### config.mk
export PLATFORM = sky130hd
export DESIGN_NAME = alu_iter
export DESIGN_NICKNAME = d
export VERILOG_FILES = /design/src/rtl/alu_iter.sv
export SDC_FILE = /design/constraint.sdc
export NUM_CORES = 1
export LEC_CHECK = 0
export BUFFER_PORTS_ARGS = -buffer_cell sky130_fd_sc_hd__buf_2
export CORE_ASPECT_RATIO = 1.4
export CORE_MARGIN = 3
export CORE_UTILIZATION = 58
export DETAILED_ROUTE_END_ITERATION = 7
export PLACE_DENSITY = 0.83
export SLEW_MARGIN = 0
export SYNTH_ARGS = -nofsm -noshare
export SYNTH_HDL_FRONTEND = slang
export SYNTH_SLANG_ARGS = --single-unit
### constraint.sdc
create_clock -name clk -period 2.9 [get_ports clk]
set_input_delay 0.435 -clock clk [delete_from_list [all_inputs] [get_ports clk]]
set_output_delay 0.435 -clock clk [all_outputs]
set_load 0.02 [all_outputs]
### src/rtl/alu_iter.sv
// Integer ALU with iterative (STEP bits per cycle) shifter and a one-cycle done pulse.
// Define ALU_BARREL_EN to replace the iterative shifter with a single-cycle barrel shifter.
module alu_iter #(
  parameter int WIDTH = 32,
  parameter int STEP  = 1
) (
  input  logic             clk,
  input  logic             reset,
  input  logic             en,
  input  logic [11:0]      decinst,
  input  logic [WIDTH-1:0] operando1,
  input  logic [WIDTH-1:0] rs2,
  input  logic [WIDTH-1:0] inm,
  output logic [WIDTH-1:0] SALIDA_Alu,
  output logic             SALIDA_comparativa,
  output logic             carry,
  output logic             sl_ok,
  output logic             busy
);

  localparam int LOGW = $clog2(WIDTH);
  localparam logic [LOGW:0] STEP_N = (LOGW+1)'(STEP);
  localparam logic [6:0] OP_REG = 7'b0110011;
  localparam logic [6:0] OP_IMM = 7'b0010011;

  typedef enum logic {IDLE, SHIFT} state_t;

  state_t           state_q, state_d;
  logic [WIDTH-1:0] alu_d;
  logic             cmp_d, carry_d, slok_d;
  logic [LOGW:0]    rem_q, rem_d;
  logic             left_q, left_d, arith_q, arith_d;

  logic [6:0]              opcode;
  logic [2:0]              funct3;
  logic                    alt, is_reg, is_imm, supported, is_sub, is_shift, sh_left;
  logic [WIDTH-1:0]        op2, op2_eff;
  logic signed [WIDTH-1:0] op1_s, op2_s;
  logic [WIDTH:0]          sum;
  logic                    slt, sltu;
  logic [LOGW-1:0]         shamt;
  logic [LOGW:0]           step_amt;
  logic                    unused_bits;

  function automatic logic [WIDTH-1:0] shift_by(input logic [WIDTH-1:0] v,
                                                input logic [LOGW:0]    n,
                                                input logic             left,
                                                input logic             arith);
    logic signed [WIDTH-1:0] vs;
    vs = v;
    if (left)       return v << n;
    else if (arith) return $unsigned(vs >>> n);
    else            return v >> n;
  endfunction

  assign opcode      = decinst[6:0];
  assign funct3      = decinst[9:7];
  assign alt         = decinst[10];
  assign unused_bits = decinst[11];

  assign is_reg    = (opcode == OP_REG);
  assign is_imm    = (opcode == OP_IMM);
  assign supported = is_reg | is_imm;
  assign op2       = is_imm ? inm : rs2;
  assign is_sub    = is_reg & alt & (funct3 == 3'b000);
  assign op2_eff   = is_sub ? ~op2 : op2;
  assign sum       = {1'b0, operando1} + {1'b0, op2_eff} + {{WIDTH{1'b0}}, is_sub};
  assign op1_s     = operando1;
  assign op2_s     = op2;
  assign slt       = op1_s < op2_s;
  assign sltu      = operando1 < op2;
  assign shamt     = op2[LOGW-1:0];
  assign sh_left   = (funct3 == 3'b001);
  assign is_shift  = sh_left | (funct3 == 3'b101);
  assign step_amt  = (rem_q < STEP_N) ? rem_q : STEP_N;

  assign busy = (state_q == SHIFT);

  always_comb begin
    state_d = state_q;
    alu_d   = SALIDA_Alu;
    cmp_d   = SALIDA_comparativa;
    carry_d = carry;
    slok_d  = 1'b0;
    rem_d   = rem_q;
    left_d  = left_q;
    arith_d = arith_q;
    case (state_q)
      IDLE: begin
        if (en) begin
          cmp_d   = 1'b0;
          carry_d = 1'b0;
          slok_d  = 1'b1;
          if (!supported) begin
            alu_d = '0;
          end else if (is_shift) begin
            left_d  = sh_left;
            arith_d = alt;
`ifdef ALU_BARREL_EN
            alu_d = shift_by(operando1, {1'b0, shamt}, sh_left, alt);
`else
            alu_d = operando1;
            if (shamt != '0) begin
              // Result completes in SHIFT; the done pulse comes from the last step
              slok_d  = 1'b0;
              rem_d   = {1'b0, shamt};
              state_d = SHIFT;
            end
`endif
          end else begin
            case (funct3)
              3'b000: begin
                alu_d   = sum[WIDTH-1:0];
                carry_d = sum[WIDTH];
              end
              3'b010: begin
                alu_d = {{(WIDTH-1){1'b0}}, slt};
                cmp_d = slt;
              end
              3'b011: begin
                alu_d = {{(WIDTH-1){1'b0}}, sltu};
                cmp_d = sltu;
              end
              3'b100:  alu_d = operando1 ^ op2;
              3'b110:  alu_d = operando1 | op2;
              default: alu_d = operando1 & op2;
            endcase
          end
        end
      end
      SHIFT: begin
        alu_d = shift_by(SALIDA_Alu, step_amt, left_q, arith_q);
        rem_d = rem_q - step_amt;
        if (rem_q == step_amt) begin
          state_d = IDLE;
          slok_d  = 1'b1;
        end
      end
      default: state_d = IDLE;
    endcase
  end

  always_ff @(posedge clk or posedge reset) begin
    if (reset) begin
      state_q            <= IDLE;
      SALIDA_Alu         <= '0;
      SALIDA_comparativa <= 1'b0;
      carry              <= 1'b0;
      sl_ok              <= 1'b0;
      rem_q              <= '0;
      left_q             <= 1'b0;
      arith_q            <= 1'b0;
    end else begin
      state_q            <= state_d;
      SALIDA_Alu         <= alu_d;
      SALIDA_comparativa <= cmp_d;
      carry              <= carry_d;
      sl_ok              <= slok_d;
      rem_q              <= rem_d;
      left_q             <= left_d;
      arith_q            <= arith_d;
    end
  end

endmodule

==> results of run 1 <==
-- per-layer routing --
layer,overflow,track usage [%]
met5,0,38.83
met4,82,88.46
met3,6,76.28
met2,98,96.59
met1,7,82.64
-- stage by stage --
stage | cells | TNS [ps]
floorplan | 979 | -22170
global placement | 1450 | -36550
detailed placement | 1450 | -39850
CTS | 1507 | -26480
-- timing repair --
item / in CTS
pin swaps: 85
setup endpoints to repair: 34
hold endpoints to repair: 0
hold buffers: 0
buffers inserted: 59
gates resized for setup: 145
gates cloned: 1
-- kinds of logic after synthesis --
group / Yosys count
compound gates: 333
simple gates: 260
buf+inv: 114
fa+ha+maj: 111
mux: 59
xor+xnor: 58
flops: 44
==> run summary, run 1 <==
Global Route Usage Sum = 85.09%
dpl hpwl = 23000 µm
H-Tree Depth = 2
status = did not finish
Yosys top cell by area = ha_1
largest net degree at the start of global routing = 49
Post-synth top cells = ha_1, nor2_1, nand2_1, o21ai_0, a21oi_1
Syn Inst Count = 979
Synth Area in XOR/XNOR = 6.802%
Synth area leaders = ha_1, dfrtp_1, mux2i_1
most frequent cell after synthesis = ha_1
dpl ws = -1712 ps
Async SR Flop Fraction = 100.0%
DIE HEIGHT = 140.3 µm
WEP type = register data pin
Placed Instance Area = 0.009968 mm²
Post-Synth Simple-Gate Area = 16.59%
Rows = 48
Starting Density = 59.79%
clock root cell = clkbuf_16
Post-Syn Area = 0.007468 mm²
main combinational cell family by area after synthesis = compound AO/OA/AOI/OAI gates
Yosys warnings = 0
Post-synth EDFFs = 0
routability cong. = 0.9852
# clock sinks = 44
number of I/O pins = 147
Horiz. Die Dim = 101.9 µm
IO Port Bufs = 145
net count after synthesis = 1201
adder-cell area share of the yosys netlist = 18.70%
GR repair worst EP = SALIDA_Alu[28]$_DFFE_PP0P_/D
last flow stage reached = global routing (5_1_grt)
GR Overflow Total = 193
Synth Area in Compound Gates = 29.28%
Yosys reg bits = 44
top cell type's share of synthesized area = 18.43%
register area share after synthesis = 14.74%
mux contribution to synthesized area = 8.075%
distinct cell type count of the synthesized netlist = 73
tool error = [ERROR GRT-0232] Routing congestion too high. Check the congestion heatmap in the GUI.
CTS Buf Count = 5
syn_area_per_cell = 7.629 µm²
Synth Flop Type = dfrtp_1
clk buf depth = 2
==> run 2, diff against run 1 <==
Settings changed: CORE_ASPECT_RATIO 1.4 to default, CORE_UTILIZATION 58 to 40, PLACE_DENSITY 0.83 to default, PLACE_DENSITY_LB_ADDON from default to 0.15.
==> run summary, run 2 <==
Clk Latency, worst-skew pair = 290 ps
# clock sinks = 44 (unchanged)
max reg flops = 32
syn_area_per_cell = 7.629 µm² (unchanged)
Levels on crit path = 17
Synth area leaders = ha_1, dfrtp_1, mux2i_1
post-route minimum period = 4066 ps
CP Capture Type = register
CTS Buf Count = 5 (unchanged)
Worst EP arrival = 4280 ps
Post-Syn Area = 0.007468 mm² (unchanged)
number of remaining DRC errors = 0
Synth Flop Type = dfrtp_1
multi-input combinational cell area = 0.006868 mm²
Starting Density = 41.15% (-19 points)
IO Port Bufs = 145 (unchanged)
measured slew at the worst slew-check pin = 910.2 ps
most used cell, CP = nor3_4
power per cell area = 273.9 mW/mm²
Rows = 49 (+2.1%)
f_max = 0.2460 GHz
clock root cell = clkbuf_16
Yosys top cell by area = ha_1
post-route ant nets = 0
clock tree from TritonCTS = built
routability cong. = 0.9348 (-5.1%)
total wire length = 31220 µm
Fin. Hold Viols = 0
Worst Hold Class = in2async
H-Tree Depth = 2 (unchanged)
register area share after synthesis = 14.74% (unchanged)
CP top delay family = simple AND/OR/NAND/NOR gates
cts hold-fix bufs = 0 (unchanged)
Via-to-Cell Ratio = 5.824
core area = 0.01815 mm²
number of global-route vias before repair = 8630
status = finished, violations left
number of I/O pins = 147 (unchanged)
Yosys reg bits = 44 (unchanged)
Largest Register = SALIDA_Alu
initial antenna violation count = 0
vias post-DR = 9277
largest net degree at the start of global routing = 49
Clk pin slew, worst setup/hold paths = 70 ps
Post-synth EDFFs = 0 (unchanged)
FILL cells = 1579
GR Overflow Total = 0
max-slew violations = 0
Max VDD drop = 0.2522 mV
commonest cells after routing, fill and taps aside = buf_4, buf_2, ha_1, nor2_1, nand2_1
biggest regs = SALIDA_Alu x32, rem_q x6
Syn Inst Count = 979 (unchanged)
Yosys warnings = 0 (unchanged)
clk buf depth = 2 (unchanged)
dpl ws = -1965 ps (-252.1 ps)
Tcrit/Tclk final = 140.2%
total chip power = 3.211 mW
diode count = 0
DIE HEIGHT = 142.6 µm (+1.7%)
dpl hpwl = 23850 µm (+3.7%)
crit-path max cell delay = 490 ps
drt pass-1 iters = 5
Horiz. Die Dim = 142.6 µm (+40%)
failing checks = negative setup slack
Buf+Inv Stages, Crit Path = 3
commonest non-fill, non-tap cell in the layout = buf_4
share of cells above drive strength 1 = 41.79%
most frequent cell after synthesis = ha_1
RSZ-0062 raised after global routing = yes
worst setup margin = -1166 ps
cells along the critical path = buf_6 > nand4bb_4 > nor3_4 > buf_8 > buf_12 > mux2i_4 > ha_4 > or4_4 > nor3_4 > or3b_4 > o21ai_2 > o211ai_1 > or2_1 > o221a_2 > a21boi_1 > mux2_4 > o211ai_2
Leak = 5.537 nW
Layout Nets = 1585
Register-to-Register Path Depth = 6
sequential cell area = 0.001102 mm²
distinct cell type count of the synthesized netlist = 73 (unchanged)
CP Launch Type = primary input
setup_tns = -28180 ps
Area Growth Syn to Fin = 56.98%
Crit Path Max Fanout = 7
Post-synth top cells = ha_1, nor2_1, nand2_1, o21ai_0, a21oi_1
Global Route Usage Sum = 29.17%
net count after synthesis = 1201 (unchanged)
full die area = 0.02035 mm²
global-route wire length before repair = 47400 µm
Worst EP required = 3120 ps
Placed Instance Area = 0.01025 mm² (+2.8%)
Max transition margin = 39.09%
final setup vio count = 34
Async SR Flop Fraction = 100.0% (unchanged)
Design Area, Final = 0.01172 mm²
CP max stage cell = or4_4
Max-Cap Viols = 0
Clock Skews = 6.215 ps
top cell type's share of synthesized area = 18.43% (unchanged)
Initial DRC Count = 779
CP Class = in2reg
Routed WL per cell = 19.60 µm
run 2: worst register-to-register path, stage by stage (launching register included):
cell	delay, ps
dfrtp_1	440
nand2b_1	340
nor2_1	350
buf_4	220
nand2_1	270
nor4bb_1	350
or3_1	140
run 2: metrics by stage:
step                      std cells  util (%)  hold slack (ps)
after floorplan                 979         -            468.9
after global placement         1550     56.48            479.1
after detailed placement       1550     56.48            489.3
after CTS                      1580     62.25            278.0
after global routing           1593     64.60            297.6
final                          1593     64.60            245.3
run 2: per-layer routing:
metal	GRT usage [%]	up-vias	part of all wire (%)	routed length, µm
li1	-	4374	-	-
met1	43.19	4415	44	13710
met2	45.45	434	45	14150
met3	3.617	54	8.5	2652
met4	6.253	0	2.3	710
met5	0	-	0	0
run 2: cell type report:
class / instances / share of cell area [%]
Clock buffer: 6 / 1.099
Clock inverter: 2 / 0.2988
Timing Repair Buffer: 425 / 26.06
Sequential cell: 44 / 9.402
Multi-Input combinational cell: 821 / 58.58
Tap cell: 229 / 2.444
Inverter: 66 / 2.113
run 2: worst paths after layout:
kind / slack, ps / start / end
worst min-delay path: 250 / reset / SALIDA_Alu[13]$_DFFE_PP0P_
max in group asynchronous: 1980 / reset / SALIDA_Alu[26]$_DFFE_PP0P_
worst max register to register: 740 / busy$_DFF_PP0_ / SALIDA_Alu[28]$_DFFE_PP0P_
worst max-delay path: -1170 / decinst[2] / SALIDA_Alu[0]$_DFFE_PP0P_
min in group clk: 500 / carry$_DFFE_PP0P_ / carry$_DFFE_PP0P_
worst min register to register: 500 / carry$_DFFE_PP0P_ / carry$_DFFE_PP0P_
run 2: where the power goes:
group | leakage [nW] | total (mW) | switching, mW | internal (mW)
registers | 0.592 | 0.723 | 0.0571 | 0.666
clock network | 0.0808 | 0.660 | 0.254 | 0.406
logic | 4.86 | 1.83 | 0.966 | 0.862
run 2: cell families (layout without fill, tap and decap cells):
logic type	after synthesis	in the layout	share of synthesized area (%)
compound gates	333	333	29.29
simple gates	260	260	16.59
buf+inv	114	499	5.813
fa+ha+maj	111	111	18.70
mux	59	59	8.075
xor+xnor	58	58	6.802
flops	44	44	14.74
run 2: timing repair:
action,in CTS,in global routing
endpoints found under the setup margin,34,34
resized for setup,146,55
buffers inserted,40,17
cloned,1,0
pin swaps,99,48
(Power assumes the default switching activity.)
